==> config.mk <==
export PLATFORM = sky130hd
export DESIGN_NAME = udp_payload_packer
export DESIGN_NICKNAME = d
export VERILOG_FILES = /design/src/rtl/udp_payload_packer.sv
export SDC_FILE = /design/constraint.sdc
export NUM_CORES = 1
export LEC_CHECK = 0
export ABC_CLOCK_PERIOD_IN_PS = 2500
export CAP_MARGIN = 40
export CORE_UTILIZATION = 40
export CTS_CLUSTER_SIZE = 12
export DETAILED_ROUTE_END_ITERATION = 8
export GPL_TIMING_DRIVEN = 0
export MAX_ROUTING_LAYER = met4
export PLACE_DENSITY = 0.72
export SLEW_MARGIN = 15
export SYNTH_ARGS = -nofsm -noshare
export SYNTH_HDL_FRONTEND = slang
export SYNTH_SLANG_ARGS = --single-unit
==> constraint.sdc <==
create_clock -name e_rxc -period 2.5 [get_ports e_rxc]
set_clock_uncertainty 0.1 [all_clocks]
set_input_delay 0.75 -clock e_rxc [delete_from_list [all_inputs] [get_ports e_rxc]]
set_output_delay 0.75 -clock e_rxc [all_outputs]
set_load 0.01 [all_outputs]
==> src/rtl/udp_payload_packer.sv <==
// udp_payload_packer: packs measurement words into the UDP transmit RAM and
// requests transmission with the matching UDP/IP length fields once a frame closes.
module udp_payload_packer #(
   parameter int BASE_ADDR = 1,
   parameter int MAX_WORDS = 256,
   parameter int ADDR_W    = 9
) (
   input  logic              e_rxc,
   input  logic              reset,
   input  logic [31:0]       sample_data,
   input  logic              sample_valid,
   input  logic              sample_last,
   output logic              sample_ready,
   input  logic              frame_flush,
   output logic              ram_wren,
   output logic [ADDR_W-1:0] ram_wr_addr,
   output logic [31:0]       ram_wr_data,
   output logic              tx_start,
   input  logic              tx_done,
   output logic [15:0]       tx_data_length,
   output logic [15:0]       tx_total_length,
   output logic              busy
);
   localparam logic [ADDR_W-1:0] BASE = ADDR_W'(BASE_ADDR);
   localparam logic [ADDR_W-1:0] MAXW = ADDR_W'(MAX_WORDS);
   typedef enum logic [1:0] {IDLE, FILL, ARM, WAIT_TX} state_t;
   state_t            state_q, state_d;
   logic [ADDR_W-1:0] count_q, count_d, count_inc;
   logic              ram_wren_q, ram_wren_d;
   logic [ADDR_W-1:0] ram_wr_addr_q, ram_wr_addr_d;
   logic [31:0]       ram_wr_data_q, ram_wr_data_d;
   logic              tx_start_q, tx_start_d;
   logic [15:0]       data_len_q, data_len_d;
   logic [15:0]       total_len_q, total_len_d;
   logic              accept, close;
   always_comb begin
      sample_ready  = !reset && (state_q == IDLE || (state_q == FILL && count_q < MAXW));
      accept        = sample_valid && sample_ready;
      count_inc     = count_q + 1'b1;
      close         = (accept && (sample_last || count_inc == MAXW)) || (frame_flush && state_q == FILL);
      state_d       = state_q;
      count_d       = accept ? count_inc : count_q;
      ram_wren_d    = accept;
      ram_wr_addr_d = accept ? BASE + count_q : ram_wr_addr_q;
      ram_wr_data_d = accept ? sample_data : ram_wr_data_q;
      tx_start_d    = 1'b0;
      data_len_d    = data_len_q;
      total_len_d   = total_len_q;
      case (state_q)
         IDLE, FILL: state_d = close ? ARM : accept ? FILL : state_q;
         ARM: begin
            // The last word's RAM write lands this cycle, so the request follows it.
            tx_start_d  = 1'b1;
            data_len_d  = 16'd8 + (16'(count_q) << 2);
            total_len_d = 16'd28 + (16'(count_q) << 2);
            state_d     = WAIT_TX;
         end
         default: if (tx_done) begin
            state_d       = IDLE;
            count_d       = '0;
            ram_wr_addr_d = BASE;
         end
      endcase
   end
   always_ff @(posedge e_rxc) begin
      if (reset) begin
         state_q       <= IDLE;
         count_q       <= '0;
         ram_wren_q    <= 1'b0;
         ram_wr_addr_q <= BASE;
         ram_wr_data_q <= '0;
         tx_start_q    <= 1'b0;
         data_len_q    <= '0;
         total_len_q   <= '0;
      end else begin
         state_q       <= state_d;
         count_q       <= count_d;
         ram_wren_q    <= ram_wren_d;
         ram_wr_addr_q <= ram_wr_addr_d;
         ram_wr_data_q <= ram_wr_data_d;
         tx_start_q    <= tx_start_d;
         data_len_q    <= data_len_d;
         total_len_q   <= total_len_d;
      end
   end
   assign ram_wren        = ram_wren_q;
   assign ram_wr_addr     = ram_wr_addr_q;
   assign ram_wr_data     = ram_wr_data_q;
   assign tx_start        = tx_start_q;
   assign tx_data_length  = data_len_q;
   assign tx_total_length = total_len_q;
   assign busy            = state_q != IDLE;
endmodule

== After elaboration in Yosys (flattened, before gate mapping) ==
Index checks and enable logic that the tools add are counted.
Word-level totals
  bits in registers: 86
  latch bits: 0
  RAM bits: 0
  ROM bits: 0
  logic and storage cells: 42
  memories: 0
Cells by class
  add/sub/neg operators: 3
  multiply operators: 0
  divide/modulo/power cells: 0
  magnitude comparators: 1
  equality and inequality tests: 4
  shift-type cells: 0
  muxes and demuxes: 11
  bitwise gates (word level): 0
  reduce and logical (&&, ||, !) cells: 15
Operators with widths (number)
  $mux 9: 6
  $add 4x11->12 const A: 1
  $add 5x11->12 const A: 1
  $add 1x9->9 const A: 1
  $eq 9x9->1 const B: 1
  $lt 9x9->1 const B: 1
  $mux 2: 3
  $logic_and 1x1->1: 5
  $pmux 2 s2: 1
  $logic_or 1x1->1: 3
  $ne 3x3->1 const B: 1
  $reduce_bool 3->1: 1
  $reduce_or 3->1: 1
  $eq 2x1->1 const B: 1
  $eq 2x2->1 const B: 1
  $logic_not 2->1: 1
  $reduce_and 2->1: 1
  $reduce_bool 2->1: 1
  $reduce_or 2->1: 1
  $logic_not 1->1: 1
  $mux 1: 1

== Logic depth before layout (Yosys ltp) ==
Gate-level depths: netlist (run 1).
  depth after elaboration: 9
  mapped depth: 7
  depth with buffers taken out: 6

== Worst setup path before layout (run 1) ==
Ideal clock, no wire load.
  path kind: in2out
  start: input reset
  end: output sample_ready
  data arrival time: 1128 ps
  data required time: 1650 ps
  path slack: 522 ps
  stages on the path: 1
  cell sequence: a211oi_4
Between the ends
  word-level cells in the longest chain between the ends: 2
RTL lines
  start, declared: RTL line 9  | input logic reset,
  $logic_not 1->1: RTL line 37  | sample_ready = !reset && (state_q == IDLE || (state_q == FILL && count_q < MAXW));
  $logic_and 1x1->1: RTL line 37
  end, declared: RTL line 13  | output logic sample_ready,
Every way passes these cells.

== Worst setup path in the final report (run 1) ==
Ends and elaborated chain as after synthesis.

==> results of run 1 <==
==> stage by stage <==
step                hold WS (ns)  utilization  setup WS, ns  area, um2  setup TNS, ns
detailed placement         0.350        0.555        -0.728       4540          -4.99
floorplan                  0.376            -         0.522       3390              0
finish                     0.362        0.580         0.177       4740              0
global route               0.381        0.580         0.118       4740              0
CTS                        0.364        0.580       0.00467       4740              0
global placement           0.343        0.555        -0.717       4540          -3.81
==> Yosys cell counts (4+ instances only) <==
cell / count
a211oi_1: 11
a211oi_2: 5
a21oi_1: 10
a311oi_1: 4
buf_2: 15
buf_4: 18
clkbuf_1: 8
dfxtp_1: 74
ha_1: 5
inv_1: 5
nand2_1: 81
nand3_1: 10
nand3b_1: 32
nand4_1: 4
nor2_1: 32
o21ai_0: 5
or3_1: 6
xnor2_1: 12
xor2_1: 9
==> layout make-up <==
| class | count | area, um2 |
|---|---|---|
| Fill cell | 767 | 3430 |
| Multi-Input combinational cell | 276 | 1620 |
| Sequential cell | 74 | 1480 |
| Timing Repair Buffer | 102 | 1010 |
| Buffer | 45 | 273 |
| Tap cell | 105 | 131 |
| Clock buffer | 9 | 124 |
| Clock inverter | 7 | 76.3 |
| Inverter | 6 | 22.5 |
==> flip-flops by register name (all words and copies together), names as in the netlist <==
signal and count:
ram_wr_addr 9, ram_wr_data 32, tx_start 1, count_q 9, ram_wren 1, state_q 2, tx_total_length 10, tx_data_length 10
==> worst max path at each step <==
stage / startpoint / end / slack, ns / cells after the start
6_report: reset / sample_ready / 0.18 / 3
3_3_place_gp: reset / sample_ready / -0.72 / 3
5_1_grt: reset / sample_ready / 0.12 / 3
2_1_floorplan: reset / sample_ready / 0.52 / 1
3_5_place_dp: reset / sample_ready / -0.73 / 3
4_1_cts: state_q[0] / busy / 0.005 / 3
==> cell usage in the layout (no fill, tap or decap), types with 3 or more instances in the layout <==
cell type | Yosys | layout
and2_1 | 3 | 3
conb_1 | 1 | 12
a211oi_2 | 5 | 5
nor3_1 | 3 | 3
a211oi_1 | 11 | 11
clkdlybuf4s50_1 | 0 | 98
nand2b_1 | 3 | 3
a21oi_1 | 10 | 10
or3_1 | 6 | 6
inv_1 | 5 | 5
buf_2 | 15 | 16
o21ai_0 | 5 | 5
ha_1 | 5 | 5
nand3b_1 | 32 | 32
a311oi_1 | 4 | 4
clkbuf_1 | 8 | 8
nand3_1 | 10 | 10
buf_4 | 18 | 19
nand4_1 | 4 | 4
nand2_1 | 81 | 81
clkbuf_8 | 0 | 9
dfxtp_1 | 74 | 74
xor2_1 | 9 | 9
xnor2_1 | 12 | 12
nor2_1 | 32 | 32
==> critical path, stage by stage <==
cell and delay [ns]:
dlygate4sd2_1 0.28, a211oi_4 0.25, buf_2 0.19
==> per-layer routing <==
metal	routed length, um	vias to the layer above	GRT usage
li1	-	1530	-
met1	4060	1429	0.266
met2	4010	91	0.313
met3	524	12	0.0553
met4	105	0	0.0679
met5	0	-	-
==> where the power goes <==
group | total (mW) | leakage [nW] | internal [mW] | switching, mW
clock | 0.949 | 0.0962 | 0.468 | 0.482
sequential | 1.30 | 0.606 | 1.25 | 0.0413
combinational | 0.504 | 1.19 | 0.272 | 0.232
total | 2.75 | 1.89 | 1.99 | 0.755
==> cells by family (layout without fill, tap and decap cells) <==
kind of cell | Yosys count | count (layout) | synth area share
XOR/XNOR | 21 | 21 | 0.0549
adder cells (fa/ha/maj) | 5 | 5 | 0.0187
buffers and inverters | 51 | 169 | 0.0881
other | 1 | 12 | 0.00112
flip-flops | 74 | 74 | 0.442
AO/OA/AOI/OAI | 53 | 53 | 0.121
AND/OR/NAND/NOR | 185 | 185 | 0.274
==> timing repair <==
item / CTS / global route
setup endpoints to repair: 1 / 1
buffers inserted: 1 / 0
resized for setup: 5 / 1
pin swaps: 1 / 0
==> out/metrics.yaml, run 1 <==
outcome:
  status: "finished, final reports clean"
clocking:
  h-tree-depth: 3
  clock_path_buffers: 2
  clock-sinks: 74
  clk_pin_slew_ns: 0.08
  cts_tree: "yes"
  clkLatencyLatePin_ns: 0.35
  root_buffer: "clkbuf_8"
  cts_made_buffers: 9
  cts_hold_buf: 0
timing:
  max_freq_mhz: 431
  worstMarginPinSlew_ns: 0.527
  slew_viol_final: 0
  finalSetupViolCount: 0
  max_slew_margin: 0.646
  fin_crit_sh: 0.929
  post-route-min-period_ns: 2.32
  finalHoldViolCount: 0
  rsz0062_at_grt: "false"
route:
  drt-initial-drc-count: 108
  drc: 0
  dr.pass1.iters: 4
  num_vias: 3062
  wl_um: 8700
  ant_nets: 0
  vias_per_cell: 4.91
  post_drt_wl_per_cell_um: 13.9
floorplan:
  die_w_um: 93.6
  num_rows: 33
  start_util: 0.410
  coreArea_mm2: 0.00818
  dieArea_mm2: 0.00875
  ioPinCount: 115
  die_height_um: 93.6
yosys:
  yosys_warnings: 0
  synth_edf_count: 0
  synth_top_area_cell: "dfxtp_1"
  synth-seq-area-share: 0.442
  ys_types: 50
  synthCells: 390
  synth-seq-cells: 74
  synth.avg_cell_area_um2: 8.60
  synth_area_mm2: 0.00335
  synth-async-reset-ratio: 0
  synth_area_leaders: "dfxtp_1, nand2_1, nand3b_1"
  synthFlopType: "dfxtp_1"
  netlist.area_leader.share: 0.442
worst_setup_path:
  end_kind: "output port"
  criticalPathCategory: "input port to output port"
  rr_endpoint: "tx_total_length[7]"
  r2r-start: "count_q[1]"
  critPathArrivalTime_ns: 1.47
  ff2ff_path_depth: 6
  rrSetupSlack_ns: 0.44
  cp_data_required_time_ns: 1.65
  start_kind: "input port"
  critPathMaxFanout: 3
global_route:
  grt_pass1_wl_um: 13600
  grt_overflow: 0
  grt_antenna_before_repair: 0
  grt_max_degree: 15
  grt_pass1_vias: 2773
  grt_usage: 0.206
place:
  dp.cells: 607
  io_buffer_count: 101
  routabilityCongestion: 0.931
  dpl.hpwl_um: 6290
power:
  p_per_area_mw_per_mm2: 580
  ir_worst_vdd_mv: 0.321
  power_mw: 2.75
  p_leak_nw: 1.89
worst_hold_path:
  hold_path.class: "flop to flop"
  worstHoldStart: "tx_data_length[4]"
  holdPathEnd: "tx_data_length[4]"
  whs_path_depth: 2
cells_and_area:
  antenna_cells: 0
  synthToLayoutAreaGrowth_pct: 41.4
  final_nets: 557
  drive_gt1_frac: 0.131
  layoutNonFillerInstCount: 624
run:
  cap_violations: 0
Note: power is estimated with default switching activity, not from simulation.
==> run 2: changes to the inputs <==
- CORE_ASPECT_RATIO: unset -> 1.5
==> out/metrics.yaml, run 2 (synthesis gave the netlist of run 1 again) <==
worst_setup_path:
  critPathMaxFanout: 3  # unchanged
  end_kind: "output port"  # unchanged
  rrSetupSlack_ns: 0.57  # was 0.44 ns
  cp_data_required_time_ns: 1.65  # about the same
  ff2ff_path_depth: 7  # was 6
  worstPathCellList: "dlygate4sd2_1 -> a211oi_4 -> clkdlybuf4s15_2"  # was dlygate4sd2_1 -> a211oi_4 -> buf_2
  cp_slowest_cell: "dlygate4sd2_1"  # unchanged
  critPathArrivalTime_ns: 1.56  # was 1.47 ns
  slowest_delay_ns: 0.29  # was 0.28 ns
  criticalPathCategory: "input port to output port"  # unchanged
  start_kind: "input port"  # unchanged
route:
  drt-initial-drc-count: 173  # was 108
  dr.pass1.iters: 4  # unchanged
  drc: 0  # unchanged
  num_vias: 3034  # was 3062
  ant_nets: 0  # unchanged
  vias_per_cell: 4.86  # was 4.91
  post_drt_wl_per_cell_um: 13.6  # was 13.9 um
  wl_um: 8500  # was 8700 um
floorplan:
  die_w_um: 76.8  # was 93.6 um
  start_util: 0.416  # was 0.410
  coreArea_mm2: 0.00806  # was 0.00818 mm2
  num_rows: 40  # was 33
  ioPinCount: 115  # unchanged
  dieArea_mm2: 0.00876  # was 0.00875 mm2
  die_height_um: 114  # was 93.6 um
clocking:
  cts_tree: "yes"  # unchanged
  clock_path_buffers: 2  # unchanged
  clock-sinks: 74  # unchanged
  h-tree-depth: 3  # unchanged
  cts_made_buffers: 9  # unchanged
  cts_hold_buf: 0  # unchanged
  root_buffer: "clkbuf_16"  # was clkbuf_8
  clkLatencyLatePin_ns: 0.34  # was 0.35 ns
  clk_pin_slew_ns: 0.06  # was 0.08 ns
place:
  dpl.hpwl_um: 6170  # was 6290 um
  placed_area_mm2: 0.00454  # unchanged
  io_buffer_count: 101  # unchanged
  routabilityCongestion: 0.850  # was 0.931
global_route:
  grt_antenna_before_repair: 0  # unchanged
  grt_pass1_wl_um: 13400  # was 13600 um
  grt_pass1_vias: 2758  # was 2773
  grt_usage: 0.202  # was 0.206
  grt_max_degree: 13  # was 15
  grt_overflow: 0  # unchanged
timing:
  finalHoldViolCount: 0  # unchanged
  rsz0062_at_grt: "false"  # unchanged
  finalSetupViolCount: 0  # unchanged
  fin_crit_sh: 0.964  # was 0.929
  slew_viol_final: 0  # unchanged
  max_freq_mhz: 415  # was 431 MHz
  post-route-min-period_ns: 2.41  # was 2.32 ns
cells_and_area:
  final_nets: 557  # unchanged
  largest_register_ff_count: 32  # unchanged
  final_area_mm2: 0.00481  # was 0.00474 mm2
  antenna_cells: 0  # unchanged
  drive_gt1_frac: 0.129  # was 0.131
  final_cell_mix: "clkdlybuf4s50_1, nand2_1, dfxtp_1"  # unchanged
  synthToLayoutAreaGrowth_pct: 43.3  # was 41.4%
  final_common_cell: "clkdlybuf4s50_1"  # unchanged
run:
  cap_violations: 0  # unchanged
outcome:
  status: "finished, final reports clean"  # unchanged
power:
  power_mw: 2.95  # was 2.75 mW
  p_per_area_mw_per_mm2: 615  # was 580 mW/mm2
  p_leak_nw: 1.92  # was 1.89 nW
  ir_worst_vdd_mv: 0.537  # was 0.321 mV
worst_hold_path:
  whs_path_depth: 2  # unchanged
  hold_path.class: "flop to flop"  # unchanged
run 2: cell count changes in the layout (fill, tap and decap cells not counted):
cell / change
clkinvlp_4: -2
buf_2: -1
clkbuf_8: -9
clkinv_2: +4
dlygate4sd2_1: +1
inv_6: -2
clkdlybuf4s15_2: +1
clkbuf_16: +9
bufinv_16: -1
dlymetal6s2s_1: -1
clkbuf_1: +1
run 2: critical path, delay by kind of cell:
family          cells  cell delay (ns)
compound gates      1             0.25
buf+inv             2             0.56
run 2: layout make-up:
cell class | count | area, um2
fillers | 713 | 3250
multi-input cells | 276 | 1620
flip-flops and latches | 74 | 1480
repair buffers | 102 | 1020
plain buffers | 45 | 273
clock buffers | 10 | 229
well taps | 105 | 131
clock inverters | 6 | 33.8
inverters | 6 | 22.5
run 2: final timing paths:
check | end | from
max | sample_ready | reset
max reg2reg | tx_total_length[10] | count_q[0]
min reg2reg | tx_data_length[4] | tx_data_length[4]
min | tx_data_length[4] | tx_data_length[4]
run 2: report_power, final:
group	switching [mW]	leakage (nW)	internal (mW)	total, mW
Combinational	0.230	1.18	0.272	0.502
Sequential	0.0398	0.606	1.26	1.30
Clock	0.491	0.136	0.663	1.15
run 2: metal layers:
metal	part of all wire	up-vias	global-route usage
met5	0	-	-
met4	0.031	0	0.105
met3	0.051	16	0.0502
met2	0.51	90	0.335
met1	0.41	1393	0.223
li1	-	1535	-
run 2: stage by stage:
step | util | cells | setup TNS [ns] | setup WS (ns) | hold slack, ns
after global routing | 0.596 | 624 | 0 | 0.0739 | 0.380
after CTS | 0.596 | 624 | 0 | 0.102 | 0.359
final | 0.596 | 624 | 0 | 0.0911 | 0.358
after detailed placement | 0.563 | 607 | -3.81 | -0.716 | 0.351
after global placement | 0.563 | 607 | -2.88 | -0.704 | 0.342
after floorplan | - | 401 | 0 | 0.522 | 0.376
run 2: what timing repair did:
action,4_1_cts,5_1_grt
buffers inserted,1,0
endpoints found under the setup margin,2,0
gates resized for setup,5,0
